<file path="src/rtl/chrono_pkg.sv">
// Shared chronometer encodings: arbiter FSM states and access-owner codes.
package chrono_pkg;

    localparam logic [1:0] IDLE   = 2'b00;
    localparam logic [1:0] ACCESS = 2'b01;
    localparam logic [1:0] RESP   = 2'b10;

    localparam logic OWN_A = 1'b0;
    localparam logic OWN_B = 1'b1;

endpackage

</file>
<file path="src/rtl/lap_mem_arbiter_if.sv">
// Requester A/B handshakes plus the single-port lap RAM bus. The master view
// belongs to the arbiter; the slave view to the requesters and the RAM.
interface lap_mem_arbiter_if #(
    parameter int ADDR_SIZE = 4,
    parameter int DATA_SIZE = 16
);
    logic                 a_req;
    logic                 a_we;
    logic [ADDR_SIZE-1:0] a_addr;
    logic [DATA_SIZE-1:0] a_wdata;
    logic                 a_gnt;
    logic                 a_rvalid;
    logic [DATA_SIZE-1:0] a_rdata;

    logic                 b_req;
    logic [ADDR_SIZE-1:0] b_addr;
    logic                 b_gnt;
    logic                 b_rvalid;
    logic [DATA_SIZE-1:0] b_rdata;

    logic                 mem_en;
    logic                 mem_we;
    logic [ADDR_SIZE-1:0] mem_addr;
    logic [DATA_SIZE-1:0] mem_wdata;
    logic [DATA_SIZE-1:0] mem_rdata;

    modport master (
        input  a_req, a_we, a_addr, a_wdata, b_req, b_addr, mem_rdata,
        output a_gnt, a_rvalid, a_rdata, b_gnt, b_rvalid, b_rdata,
        output mem_en, mem_we, mem_addr, mem_wdata
    );

    modport slave (
        output a_req, a_we, a_addr, a_wdata, b_req, b_addr, mem_rdata,
        input  a_gnt, a_rvalid, a_rdata, b_gnt, b_rvalid, b_rdata,
        input  mem_en, mem_we, mem_addr, mem_wdata
    );

endinterface

</file>
<file path="src/rtl/lap_mem_arbiter_rr_arb2.sv">
// Two-input winner select. LAP_ARB_RR_EN: ties go to the requester not served
// last; otherwise A always wins ties.
module rr_arb2
    import chrono_pkg::*;
(
    input  logic a_req,
    input  logic b_req,
`ifdef LAP_ARB_RR_EN
    input  logic last_own,
`endif
    output logic win_valid,
    output logic win_own
);

    always_comb begin
        win_valid = a_req | b_req;
`ifdef LAP_ARB_RR_EN
        if (a_req && b_req) begin
            win_own = ~last_own;
        end else begin
            win_own = a_req ? OWN_A : OWN_B;
        end
`else
        win_own = a_req ? OWN_A : OWN_B;
`endif
    end

endmodule

</file>
<file path="src/rtl/lap_mem_arbiter.sv">
// Lap RAM arbiter: one RAM access per transaction via IDLE/ACCESS/RESP, read data
// routed to the owner, saturating lap counter. Optional macro: LAP_ARB_RR_EN.
module lap_mem_arbiter
    import chrono_pkg::*;
#(
    parameter int ADDR_SIZE = 4,
    parameter int DATA_SIZE = 16
) (
    input  logic                 clk,
    input  logic                 rst,
    input  logic                 clr,
    lap_mem_arbiter_if.master    bus,
    output logic [ADDR_SIZE:0]   lap_count
);

    localparam logic [ADDR_SIZE:0] LAP_MAX = {1'b1, {ADDR_SIZE{1'b0}}};
    localparam logic [ADDR_SIZE:0] LAP_ONE = {{ADDR_SIZE{1'b0}}, 1'b1};

    logic [1:0] state;
    logic       owner;
    logic       acc_we;
    logic       win_valid;
    logic       win_own;

`ifdef LAP_ARB_RR_EN
    logic last_own;

    rr_arb2 u_arb (
        .a_req     (bus.a_req),
        .b_req     (bus.b_req),
        .last_own  (last_own),
        .win_valid (win_valid),
        .win_own   (win_own)
    );

    always_ff @(posedge clk) begin
        if (rst) begin
            last_own <= OWN_B;
        end else if (state == IDLE && win_valid) begin
            last_own <= win_own;
        end
    end
`else
    rr_arb2 u_arb (
        .a_req     (bus.a_req),
        .b_req     (bus.b_req),
        .win_valid (win_valid),
        .win_own   (win_own)
    );
`endif

    // NOTE: every register here uses <= so all updates see pre-edge values.
    always_ff @(posedge clk) begin
        if (rst) begin
            state         <= IDLE;
            owner         <= OWN_B;
            acc_we        <= 1'b0;
            bus.a_gnt     <= 1'b0;
            bus.b_gnt     <= 1'b0;
            bus.a_rvalid  <= 1'b0;
            bus.b_rvalid  <= 1'b0;
            bus.a_rdata   <= '0;
            bus.b_rdata   <= '0;
            bus.mem_en    <= 1'b0;
            bus.mem_we    <= 1'b0;
            bus.mem_addr  <= '0;
            bus.mem_wdata <= '0;
            lap_count     <= '0;
        end else begin
            bus.a_gnt    <= 1'b0;
            bus.b_gnt    <= 1'b0;
            bus.a_rvalid <= 1'b0;
            bus.b_rvalid <= 1'b0;
            bus.mem_en   <= 1'b0;
            bus.mem_we   <= 1'b0;

            case (state)
                IDLE: begin
                    if (win_valid) begin
                        state      <= ACCESS;
                        owner      <= win_own;
                        bus.mem_en <= 1'b1;
                        if (win_own == OWN_A) begin
                            acc_we        <= bus.a_we;
                            bus.mem_we    <= bus.a_we;
                            bus.mem_addr  <= bus.a_addr;
                            bus.mem_wdata <= bus.a_wdata;
                            bus.a_gnt     <= 1'b1;
                        end else begin
                            acc_we       <= 1'b0;
                            bus.mem_addr <= bus.b_addr;
                            bus.b_gnt    <= 1'b1;
                        end
                    end
                end
                ACCESS: state <= RESP;
                RESP: begin
                    // RAM output is valid in this cycle only; writes get no rvalid.
                    if (!acc_we) begin
                        if (owner == OWN_A) begin
                            bus.a_rdata  <= bus.mem_rdata;
                            bus.a_rvalid <= 1'b1;
                        end else begin
                            bus.b_rdata  <= bus.mem_rdata;
                            bus.b_rvalid <= 1'b1;
                        end
                    end
                    state <= IDLE;
                end
                default: state <= IDLE;
            endcase

            // Counted in the grant cycle, so clr in that same cycle wins.
            if (clr) begin
                lap_count <= '0;
            end else if (bus.a_gnt && bus.mem_we && lap_count != LAP_MAX) begin
                lap_count <= lap_count + LAP_ONE;
            end
        end
    end

endmodule

</file>
<file path="src/flat_wrapper.sv">
// flat-port wrapper written by rule: the top's interface ports become plain ports
module lap_mem_arbiter_flat import chrono_pkg::*;
#(
    parameter int ADDR_SIZE = 4,
    parameter int DATA_SIZE = 16
)
  (clk, rst, clr, lap_count, bus_a_req, bus_a_we, bus_a_addr, bus_a_wdata, bus_b_req, bus_b_addr, bus_mem_rdata, bus_a_gnt, bus_a_rvalid, bus_a_rdata, bus_b_gnt, bus_b_rvalid, bus_b_rdata, bus_mem_en, bus_mem_we, bus_mem_addr, bus_mem_wdata);
  lap_mem_arbiter_if #(.ADDR_SIZE(ADDR_SIZE), .DATA_SIZE(DATA_SIZE)) bus_i ();
  input  logic clk;
  input  logic rst;
  input  logic clr;
  output logic [ADDR_SIZE:0] lap_count;
  input wire logic [$bits(bus_i.a_req)-1:0] bus_a_req;
  input wire logic [$bits(bus_i.a_we)-1:0] bus_a_we;
  input wire logic [$bits(bus_i.a_addr)-1:0] bus_a_addr;
  input wire logic [$bits(bus_i.a_wdata)-1:0] bus_a_wdata;
  input wire logic [$bits(bus_i.b_req)-1:0] bus_b_req;
  input wire logic [$bits(bus_i.b_addr)-1:0] bus_b_addr;
  input wire logic [$bits(bus_i.mem_rdata)-1:0] bus_mem_rdata;
  output wire logic [$bits(bus_i.a_gnt)-1:0] bus_a_gnt;
  output wire logic [$bits(bus_i.a_rvalid)-1:0] bus_a_rvalid;
  output wire logic [$bits(bus_i.a_rdata)-1:0] bus_a_rdata;
  output wire logic [$bits(bus_i.b_gnt)-1:0] bus_b_gnt;
  output wire logic [$bits(bus_i.b_rvalid)-1:0] bus_b_rvalid;
  output wire logic [$bits(bus_i.b_rdata)-1:0] bus_b_rdata;
  output wire logic [$bits(bus_i.mem_en)-1:0] bus_mem_en;
  output wire logic [$bits(bus_i.mem_we)-1:0] bus_mem_we;
  output wire logic [$bits(bus_i.mem_addr)-1:0] bus_mem_addr;
  output wire logic [$bits(bus_i.mem_wdata)-1:0] bus_mem_wdata;
  assign bus_i.a_req = bus_a_req;
  assign bus_i.a_we = bus_a_we;
  assign bus_i.a_addr = bus_a_addr;
  assign bus_i.a_wdata = bus_a_wdata;
  assign bus_i.b_req = bus_b_req;
  assign bus_i.b_addr = bus_b_addr;
  assign bus_i.mem_rdata = bus_mem_rdata;
  assign bus_a_gnt = bus_i.a_gnt;
  assign bus_a_rvalid = bus_i.a_rvalid;
  assign bus_a_rdata = bus_i.a_rdata;
  assign bus_b_gnt = bus_i.b_gnt;
  assign bus_b_rvalid = bus_i.b_rvalid;
  assign bus_b_rdata = bus_i.b_rdata;
  assign bus_mem_en = bus_i.mem_en;
  assign bus_mem_we = bus_i.mem_we;
  assign bus_mem_addr = bus_i.mem_addr;
  assign bus_mem_wdata = bus_i.mem_wdata;
  lap_mem_arbiter #(.ADDR_SIZE(ADDR_SIZE), .DATA_SIZE(DATA_SIZE)) u_core (.clk(clk), .rst(rst), .clr(clr), .bus(bus_i), .lap_count(lap_count));
endmodule
</file>
<file path="config.mk">
export PLATFORM = sky130hd
export DESIGN_NAME = lap_mem_arbiter_flat
export DESIGN_NICKNAME = d
export VERILOG_FILES = /design/src/rtl/chrono_pkg.sv /design/src/rtl/lap_mem_arbiter_if.sv /design/src/rtl/lap_mem_arbiter_rr_arb2.sv /design/src/rtl/lap_mem_arbiter.sv /design/src/flat_wrapper.sv
export SDC_FILE = /design/constraint.sdc
export NUM_CORES = 1
export LEC_CHECK = 0
export CAP_MARGIN = 20
export CORE_ASPECT_RATIO = 0.5
export CORE_MARGIN = 10
export CORE_UTILIZATION = 41
export DETAILED_ROUTE_END_ITERATION = 12
export HOLD_SLACK_MARGIN = 0.02
export PLACE_DENSITY = 0.86
export SETUP_SLACK_MARGIN = 0.2
export SLEW_MARGIN = 20
export SYNTH_ARGS = -nofsm -noshare
export SYNTH_HDL_FRONTEND = slang
export SYNTH_SLANG_ARGS = --single-unit
</file>
<file path="constraint.sdc">
create_clock -name clk -period 2.3 [get_ports clk]
set_clock_uncertainty 0.2 [all_clocks]
set_input_delay 0.46 -clock clk [delete_from_list [all_inputs] [get_ports clk]]
set_output_delay 0.46 -clock clk [all_outputs]
set_load 0.03 [all_outputs]
</file>
==> flow_metrics.env <==
export IMPL_synth_most_common_cell="nand2_1"
export IMPL_vias=2377
export IMPL_grt_pass1_vias=2414
export IMPL_seqCellArea_sq_um=1341
export IMPL_power_density_nw_per_um2=799.2
export IMPL_p_clk_share_pct=47.6
export IMPL_htree_levels=3
export IMPL_hold_buffers=0
export IMPL_fmax_mhz=492.9
export IMPL_worstMarginPinSlew_ps=797.4
export IMPL_synthFlopType="dfxtp_1"
export IMPL_cp_num_cells=1
export IMPL_hold_viol=0
export IMPL_net_switching_power_mw=0.7226
export IMPL_coreArea_sq_um=5658
export IMPL_cp_data_required_time_ps=1640
export IMPL_p_leak_nw=1.485
export IMPL_drv_slew=0
export IMPL_wl_per_cell_microns=16.56
export IMPL_crit_buf_inv=1
export IMPL_p_sw_share_pct=23.17
export IMPL_slowest_stage="clkdlybuf4s50_1"
export IMPL_finalSetupTns_ps=0
export IMPL_rsz0062_at_grt="no"
export IMPL_cp_data_arrival_time_ps=1370
export IMPL_min_path_cells=2
export IMPL_placed_cell_area_sq_um=3567
export IMPL_pwr_share_seq_pct=40.0
export IMPL_yosys_area_top_type="dfxtp_1"
export IMPL_seq_area_frac_synth_pct=54.44
export IMPL_synth_nets=336
export IMPL_irDropWorstVdd_uv=358.1
export IMPL_finalNetCount=442
export IMPL_cts_sinks=67
export IMPL_synthArstFlopShare_pct=0
export IMPL_fin_crit_sh_pct=88.20
export IMPL_finish_instance_area_sq_um=3902
export IMPL_synth_area_leaders="dfxtp_1 (54%), nand2_1 (15%), a21oi_1 (11%)"
export IMPL_synth_top_area_share_pct=54.44
export IMPL_initialDrtViolationCount=163
export IMPL_maxSlewHeadroom_pct=46.53
export IMPL_cts_setup_buffers=0
export IMPL_worstSetupEndpointType="output pin"
export IMPL_cts_made_buffers=9
export IMPL_grtUsageTotal_pct=15.87
export IMPL_io_pins=109
export IMPL_worst_path_max_fanout=2
export IMPL_first_pass_iters=4
export IMPL_synthesis_area_sq_um=2464
export IMPL_globalRouteOverflowTotal=0
export IMPL_crit_family="buffers and inverters"
export IMPL_rows=19
export IMPL_areaGrowthSynthToFinish_pct=58.41
export IMPL_yosysWarnings=0
export IMPL_worst_slack_ps=271.3
export IMPL_start_kind="register"
export IMPL_pwr_share_comb_pct=12.4
export IMPL_crit_type="reg -> out"
export IMPL_cts_max_path_buffers=2
export IMPL_clk_pin_slew_ps=50
export IMPL_layout_min_cycle_time_ps=2029
export IMPL_port_buffer_count=108
export IMPL_hold_path_class="reg -> reg"
export IMPL_synth_cells=288
export IMPL_synth_edff_count=0
export IMPL_vias_per_cell=5.036
export IMPL_die_x_microns=129.6
export IMPL_ant_nets=0
export IMPL_multi_input_comb_area_sq_um=998.5
export IMPL_grt_antenna_before_repair=0
export IMPL_drcViolationCount=0
export IMPL_hpwl_microns=5629
export IMPL_drt_total_wl_microns=7817
export IMPL_die_h_microns=74.81
export IMPL_yosysUniqueCellTypes=32
export IMPL_nFillCells=438
export IMPL_die_area_sq_um=9697
export IMPL_intPower_mw=2.396
export IMPL_ys_ff_latch=67
export IMPL_r2r_cells=3
export IMPL_cts_tree="yes"
export IMPL_finalSetupViolCount=0
export IMPL_netlist_top_cells_count="nand2_1 (101), dfxtp_1 (67), a21oi_1 (55)"
export IMPL_clkLatencyLatePin_ps=320
export IMPL_drive_above_1_share_pct=7.018
export IMPL_initial_core_util_pct=43.54
export IMPL_cts_root_buf="clkbuf_16"
export IMPL_grt_start_max_net_pins=28
export IMPL_drv_cap=0
export IMPL_place_congestion=0.7017
export IMPL_outcome="finished clean"
export IMPL_antenna_cells=0
export IMPL_slowest_delay_ps=690
export IMPL_grt_pass1_wl_microns=12170
export IMPL_crit_chain="clkdlybuf4s50_1"
export IMPL_dpl_worst_slack_ps=211.6
export IMPL_syn_avg_cell_area_sq_um=8.554
export IMPL_fin_util_pct=68.97
==> routing by layer <==
layer | up-vias | wire length (microns) | GRT usage [%]
met4 | 0 | 108 | 6.064
met2 | 64 | 4301 | 30.28
li1 | 1163 | - | -
met1 | 1136 | 2932 | 15.91
met5 | - | 0 | 0
met3 | 14 | 475 | 5.676
==> stage by stage <==
stage | power [mW] | hold slack, ps | instances
final | 3.119 | 253.4 | 472
after global routing | 3.226 | 274.7 | 472
after CTS | 3.140 | 255.7 | 472
after detailed placement | 1.653 | 245.9 | 456
after global placement | 1.642 | 242.4 | 456
after floorplan | 1.457 | 327.9 | 288
==> power groups by stage <==
stage	Clock, mW	Sequential, mW	Combinational (mW)
global placement	0	1.27	0.376
floorplan	0	1.34	0.115
finish	1.49	1.25	0.388
detailed placement	0	1.27	0.384
CTS	1.50	1.25	0.390
global route	1.56	1.25	0.411
==> layout make-up <==
| class | instances | share of cell area [%] |
|---|---|---|
| timing repair buffer | 114 | 28.89 |
| multi-input combinational | 198 | 25.59 |
| sequential | 67 | 34.37 |
| inverter | 4 | 0.3847 |
| clock buffer | 12 | 6.573 |
| tap | 73 | 2.340 |
| clock inverter | 4 | 1.860 |
==> path summary, 6_finish.rpt <==
check | startpoint | endpoint | slack (ps)
max reg2reg | u_core.state[1] | u_core.bus.b_rdata[8] | 370
min | u_core.bus.mem_wdata[3] | u_core.bus.mem_wdata[3] | 250
max | u_core.bus.mem_wdata[15] | bus_mem_wdata[15] | 270
min reg2reg | u_core.bus.mem_wdata[3] | u_core.bus.mem_wdata[3] | 250
==> worst reg2reg max path: cells and delay by family (launching register included) <==
family | cells | cell delay (ps)
AOI/OAI and AO/OA | 1 | 100
DFF | 1 | 520
and+or+nand+nor | 2 | 1000
==> logic make-up after synthesis <==
| group | after synthesis | share of synthesized area [%] |
|---|---|---|
| DFF | 67 | 54.44 |
| and+or+nand+nor | 127 | 23.87 |
| adders and majority gates | 2 | 1.016 |
| AOI/OAI and AO/OA | 65 | 14.02 |
| muxes | 4 | 1.625 |
| buffers and inverters | 23 | 5.027 |
==> timing repair <==
item	CTS	global route
endpoints found under the setup margin	3	4
cloned	0	0
resized for setup	3	4
==> flip-flops by register name, indices dropped and copies added (netlist names) <==
register and flops:
u_core.bus.a_rvalid 1, u_core.bus.mem_we 1, u_core.lap_count 5, u_core.acc_we 1
u_core.bus.b_rdata 16, u_core.bus.b_gnt 1, u_core.bus.mem_en 1, u_core.owner 1
u_core.bus.a_rdata 16, u_core.bus.mem_wdata 16, u_core.state 2, u_core.bus.a_gnt 1
u_core.bus.b_rvalid 1, u_core.bus.mem_addr 4
==> cell usage in the layout (no fill, tap or decap), types with 2 or more instances in the layout <==
cell,Yosys,final
a21oi_1,55,55
buf_4,0,6
bufinv_16,0,2
clkbuf_16,0,9
clkbuf_8,0,2
clkdlybuf4s50_1,0,100
dfxtp_1,67,67
dlygate4sd2_1,0,3
dlymetal6s2s_1,0,4
ha_1,2,2
inv_1,4,4
mux2i_1,4,4
nand2_1,101,101
nand3_1,4,4
nand4bb_1,2,2
nor2_1,4,4
nor3b_2,2,2
o21ai_0,4,4
o2bb2ai_1,4,4
or2_2,2,2
or3_1,2,2
Power figures use the tool's default switching activity.
==> variant 1 (config.mk and constraints unchanged) <==
`ADDR_SIZE` is set to 4 in 3 places; all go to 2.
--- a/src/rtl/lap_mem_arbiter_if.sv
+++ b/src/rtl/lap_mem_arbiter_if.sv
@@ -1,7 +1,7 @@
 // Requester A/B handshakes plus the single-port lap RAM bus. The master view
 // belongs to the arbiter; the slave view to the requesters and the RAM.
 interface lap_mem_arbiter_if #(
-    parameter int ADDR_SIZE = 4,
+    parameter int ADDR_SIZE = 2,
     parameter int DATA_SIZE = 16
 );
     logic                 a_req;
--- a/src/rtl/lap_mem_arbiter.sv
+++ b/src/rtl/lap_mem_arbiter.sv
@@ -3,7 +3,7 @@
 module lap_mem_arbiter
     import chrono_pkg::*;
 #(
-    parameter int ADDR_SIZE = 4,
+    parameter int ADDR_SIZE = 2,
     parameter int DATA_SIZE = 16
 ) (
     input  logic                 clk,
--- a/src/flat_wrapper.sv
+++ b/src/flat_wrapper.sv
@@ -1,7 +1,7 @@
 // flat-port wrapper written by rule: the top's interface ports become plain ports
 module lap_mem_arbiter_flat import chrono_pkg::*;
 #(
-    parameter int ADDR_SIZE = 4,
+    parameter int ADDR_SIZE = 2,
     parameter int DATA_SIZE = 16
 )
   (clk, rst, clr, lap_count, bus_a_req, bus_a_we, bus_a_addr, bus_a_wdata, bus_b_req, bus_b_addr, bus_mem_rdata, bus_a_gnt, bus_a_rvalid, bus_a_rdata, bus_b_gnt, bus_b_rvalid, bus_b_rdata, bus_mem_en, bus_mem_we, bus_mem_addr, bus_mem_wdata);
Interface: changed (resized bus_a_addr, bus_b_addr, bus_mem_addr and lap_count); port bits go from 109 to 101. No check against the original RTL was run, so the function may have changed too.
==> variant 1 against the original RTL <==
  * Setup slack worse by 0.0014 ns
  * Non-clock buffer count down 11
  * Worst hold slack worse by 0.0024 ns
  * Fmax barely moved
  * Critical path depth did not move
  * Cell area decreased by 11%
  * First-iteration DRC count is 37% lower
  * Sequential cell count is 4 lower
  * Synthesized area shrank 7.3%
  * Utilization decreased by 4.9 points
  * Via count fell by 12%
  * Routed wire length is 12% lower
  * Total power shrank 25%
  * Largest cell class unchanged
==> variant 1: results (changes against the original RTL) <==
Global routing
  • Met1 usage: 13.5% (-2.4 points)
  • Met3 Track Usage GR: 5.15% (-0.53 points)
  • Total track usage: 14.4% (-1.4 points)
  • Vias in the first global route: 2111 (-13%)
  • Global-route wire length before repair: 10600 µm (-13%)

Timing
  • Max Freq: 0.493 GHz (about the same)

Pwr
  • Clk power: 0.000805 W (-46%)
  • Lkg Pwr: 1.31 nW (-12%)

Placed design
  • Port Buffer Count: 100 (-7.4%)
  • Placed Cells: 407 (-11%)
  • Placed Area: 0.00332 mm² (-7.1%)
  • Place WS: 0.104 ns (-0.108 ns)
  • HPWL reported at the end of detailed placement: 5160 µm (-8.4%)

Logic synthesis
  • Most frequent cells after synthesis: nand2_1, dfxtp_1, a21oi_1
  • Post-synthesis adder-cell area fraction: 1.10% (+0.080 points)
  • Syn_nets: 291 (-13%)
  • Unique masters post-synth: 33 (+3.1%)
  • Synth top area cells: dfxtp_1, nand2_1, a21oi_1

Detailed routing
  • DR WL met3: 462 µm (-2.7%)
  • Met2 wire length: 3780 µm (-12%)
  • First drt pass iteration count: 5 (+1)
  • Initial DRC count: 102 (-37%)
  • DR WL/cell: 16.3 µm (-1.8%)

Critical path
  • Reg2reg setup slack: 0.40 ns (+0.03 ns)
  • R2R Path End: u_core.bus.a_rdata[10]$_SDFFE_PP0P_
  • Slowest stage delay, CP: 0.71 ns (+0.02 ns)
  • RR Startpoint: u_core.state[0]$_SDFFE_PP0P_

Finish
  • Share of layout cells above drive strength 1: 7.18% (+0.17 points)
  • Layout fillers: 444 (+1.4%)

Hold path
  • Endpoint of the worst hold path: u_core.bus.b_rdata[8]$_SDFFE_PP0P_

Status
  • Status: complete, no violations
-- variant 1: cell count changes after synthesis, sizes merged, moves of 4 or more --
| cell | delta |
|---|---|
| nand3 | -4 |
| buf | -4 |
| dfxtp | -4 |
| a21oi | -18 |
| nor2 | +15 |
| o2bb2ai | -4 |
| mux2i | +12 |
| nand2 | -36 |
-- variant 1: cell type report --
| cell class | instances | share of cell area, % |
|---|---|---|
| clock buffer | 13 | 4.56 |
| clock inverter | 1 | 0.144 |
| inverter | 3 | 0.323 |
| multi-input combinational | 165 | 26.4 |
| sequential | 63 | 36.2 |
| tap | 73 | 2.62 |
| timing repair buffer | 103 | 29.8 |
-- variant 1: worst reg2reg max path: cells and delay by family (launching register included) --
kind | cells | cell delay [ns]
DFF | 1 | 0.40
AOI/OAI and AO/OA | 1 | 0.09
and+or+nand+nor | 2 | 1.08
-- variant 1: worst max path at each step --
stage	start	cells past startpoint	end
floorplan	u_core.lap_count[0]$_SDFFE_PP0P_	5	u_core.lap_count[1]$_SDFFE_PP0P_
global placement	bus_a_req	4	u_core.acc_we$_SDFFE_PP0P_
detailed placement	bus_a_req	5	u_core.bus.mem_wdata[4]$_SDFFE_PP0P_
CTS	u_core.lap_count[0]$_SDFFE_PP0P_	1	lap_count[0]
global route	u_core.bus.mem_wdata[0]$_SDFFE_PP0P_	1	bus_mem_wdata[0]
finish	u_core.bus.mem_wdata[10]$_SDFFE_PP0P_	1	bus_mem_wdata[10]
-- variant 1: metrics by stage --
| stage | utilization [%] | total power, W |
|---|---|---|
| CTS | 63.9 | 0.00237 |
| detailed placement | 60.9 | 0.00156 |
| floorplan | - | 0.00138 |
| global route | 64.1 | 0.00244 |
| finish | 64.1 | 0.00234 |
| global placement | 60.9 | 0.00155 |
==> variant 2 (same flow settings) <==
Without the edit above. Register the output `lap_count` once more; this adds one clock of latency there. The other outputs are not delayed to match.
--- a/src/rtl/lap_mem_arbiter.sv
+++ b/src/rtl/lap_mem_arbiter.sv
@@ -15,6 +15,8 @@
 
     localparam logic [ADDR_SIZE:0] LAP_MAX = {1'b1, {ADDR_SIZE{1'b0}}};
     localparam logic [ADDR_SIZE:0] LAP_ONE = {{ADDR_SIZE{1'b0}}, 1'b1};
+
+    logic [ADDR_SIZE:0] lap_count_s0;
 
     logic [1:0] state;
     logic       owner;
@@ -65,7 +67,7 @@
             bus.mem_we    <= 1'b0;
             bus.mem_addr  <= '0;
             bus.mem_wdata <= '0;
-            lap_count     <= '0;
+            lap_count_s0  <= '0;
         end else begin
             bus.a_gnt    <= 1'b0;
             bus.b_gnt    <= 1'b0;
@@ -112,12 +114,16 @@
 
             // Counted in the grant cycle, so clr in that same cycle wins.
             if (clr) begin
-                lap_count <= '0;
-            end else if (bus.a_gnt && bus.mem_we && lap_count != LAP_MAX) begin
-                lap_count <= lap_count + LAP_ONE;
+                lap_count_s0 <= '0;
+            end else if (bus.a_gnt && bus.mem_we && lap_count_s0 != LAP_MAX) begin
+                lap_count_s0 <= lap_count_s0 + LAP_ONE;
             end
         end
     end
 
+    always_ff @(posedge clk) begin
+        lap_count <= lap_count_s0;
+    end
+
 endmodule
 
Behaviour: not the same (a bounded check fails within 4 cycles, from zero or initial values and one cycle with rst high).
==> variant 2 against the original RTL <==
  * Sequential power rose by 6%
  * Worst hold slack worse by 0.057 ns
  * Synthesized area is 4.8% higher
  * Synthesized cell count down 2.4%
  * Sequential cell count up 5
  * Clock power shrank 7%
  * Count of clock-buffer cells in the layout is 2 lower
  * Total power grew 0.68%
  * Setup slack got worse by 0.014 ns
  * Routed wire length decreased by 4.5%
  * Cell area grew 3.2%
  * Cell count increased by 1.9%
  * Fmax down 0.71%
  * Largest cell class unchanged
==> variant 2: results (changes against the original RTL) <==
Global routing
  • Global-route wire length before repair: 12100 µm (-0.62%)
  • Vias in the first global route: 2372 (-1.7%)
  • Total track usage: 14.6% (-1.3 points)
  • Largest net degree at the start of global routing: 29 (+3.6%)

Critical path
  • WP data arrival: ~1.4 ns
  • Reg2reg setup slack: 0.43 ns (+0.06 ns)
  • Worst-path fanout max: 2 (unchanged)
  • Crit path max-delay family: buffers and inverters
  • Slowest stage delay, CP: about 0.70 ns
  • R2R Path End: u_core.bus.a_rdata[2]$_SDFFE_PP0P_
  • RR Startpoint: u_core.state[0]$_SDFFE_PP0P_
  • Reg2Reg Depth: 3 (unchanged)

Finish
  • Final nets: 436 (-1.4%)
  • Largest regs: u_core.bus.a_rdata x16, u_core.bus.b_rdata x16, u_core.bus.mem_wdata x16
  • Layout Cells excl Fill: 481 (+1.9%)
  • Share of layout cells above drive strength 1: 7.38% (+0.36 points)

Placed design
  • HPWL reported at the end of detailed placement: 5650 µm (+0.35%)
  • Final GP Congestion: 0.787 (+12%)
  • Place WS: 0.325 ns (+0.114 ns)
  • Placed Cells: 465 (+2.0%)
  • Port Buffer Count: 108 (unchanged)
  • Placed Area: 0.00372 mm² (+4.3%)

Hold path
  • Endpoint of the worst hold path: u_core.lap_count[4]$_DFF_P_
  • WHS Path Cells: 0 (-2)
  • Min-delay src: u_core.lap_count_s0[4]$_SDFFE_PP0P_

Logic synthesis
  • Syn. warnings: 0 (unchanged)
  • Synth top area cells: dfxtp_1, nand2_1, a21oi_1
  • Syn Area/Cell: 9.19 µm² (+7.4%)
  • Unique masters post-synth: 31 (-3.1%)
  • Register area share after synthesis: 55.8% (+1.4 points)
  • Most frequent cells after synthesis: dfxtp_1, nand2_1, a21oi_1
  • Syn_nets: 329 (-2.1%)

Detailed routing
  • Initial DRC count: 140 (-14%)
  • DR WL/cell: 15.5 µm (-6.3%)
  • Vias: 2324 (-2.2%)
  • First drt pass iteration count: 4 (unchanged)

Timing
  • Hold slack: 0.197 ns (-0.0566 ns)
  • Worst slew pin tran: 0.795 ns (-0.00286 ns)
  • Finish-stage setup viols: 0 (unchanged)

Pwr
  • Lkg Pwr: 1.45 nW (-2.5%)
  • VDD IR-drop max: 394 µV (+10%)

Clock network
  • Setup Buffers After CTS: 0 (unchanged)
  • CTS clk-pin slew, worst paths: ~0.060 ns
  • Resized cells post-CTS: 0 (-3)

Status
  • Status: complete, no violations
==> variant 2: per-layer routing <==
metal | global-route usage (%) | wire [µm] | vias to the layer above
met5 | 0 | 0 | -
met4 | 6.55 | 146 | 0
met3 | 4.80 | 360 | 13
met2 | 27.7 | 4050 | 48
met1 | 14.2 | 2900 | 1104
li1 | - | - | 1159
==> variant 2: worst max-delay path by stage <==
stage,from,to,slack (ns),depth (start not counted)
4_1_cts,u_core.bus.a_rdata[15]$_SDFFE_PP0P_,bus_a_rdata[15],0.25,1
5_1_grt,u_core.bus.b_rdata[12]$_SDFFE_PP0P_,bus_b_rdata[12],0.22,1
6_report,u_core.bus.a_rdata[15]$_SDFFE_PP0P_,bus_a_rdata[15],0.26,1
3_3_place_gp,bus_a_req,u_core.bus.mem_wdata[1]$_SDFFE_PP0P_,0.35,5
3_5_place_dp,bus_a_req,u_core.bus.mem_wdata[1]$_SDFFE_PP0P_,0.33,5
2_1_floorplan,bus_a_req,u_core.bus.mem_wdata[10]$_SDFFE_PP0P_,0.61,6
==> variant 2: kinds of logic (layout without fill, tap and decap cells) <==
logic type	after synthesis	count (layout)	share of synthesized area, %
buffers and inverters	20	132	4.46
multiplexers	20	20	7.75
AND/OR/NAND/NOR	113	113	19.7
adder cells (fa/ha/maj)	2	2	0.969
AO/OA/AOI/OAI	54	54	11.3
flip-flops	72	72	55.8
==> variant 2: layout make-up <==
type                    count  area [µm²]
inverters                   3        11.3
fillers                   451        2050
multi-input cells         189        1030
flip-flops and latches     72        1440
well taps                  88         110
repair buffers            113        1130
clock buffers              10         239
clock inverters             6        67.6
==> variant 2: power breakdown <==
part           internal, W  total, W  switching [W]
Combinational     0.000202  0.000418       0.000216
Clock             0.000871   0.00139       0.000518
Sequential         0.00130   0.00133      0.0000345
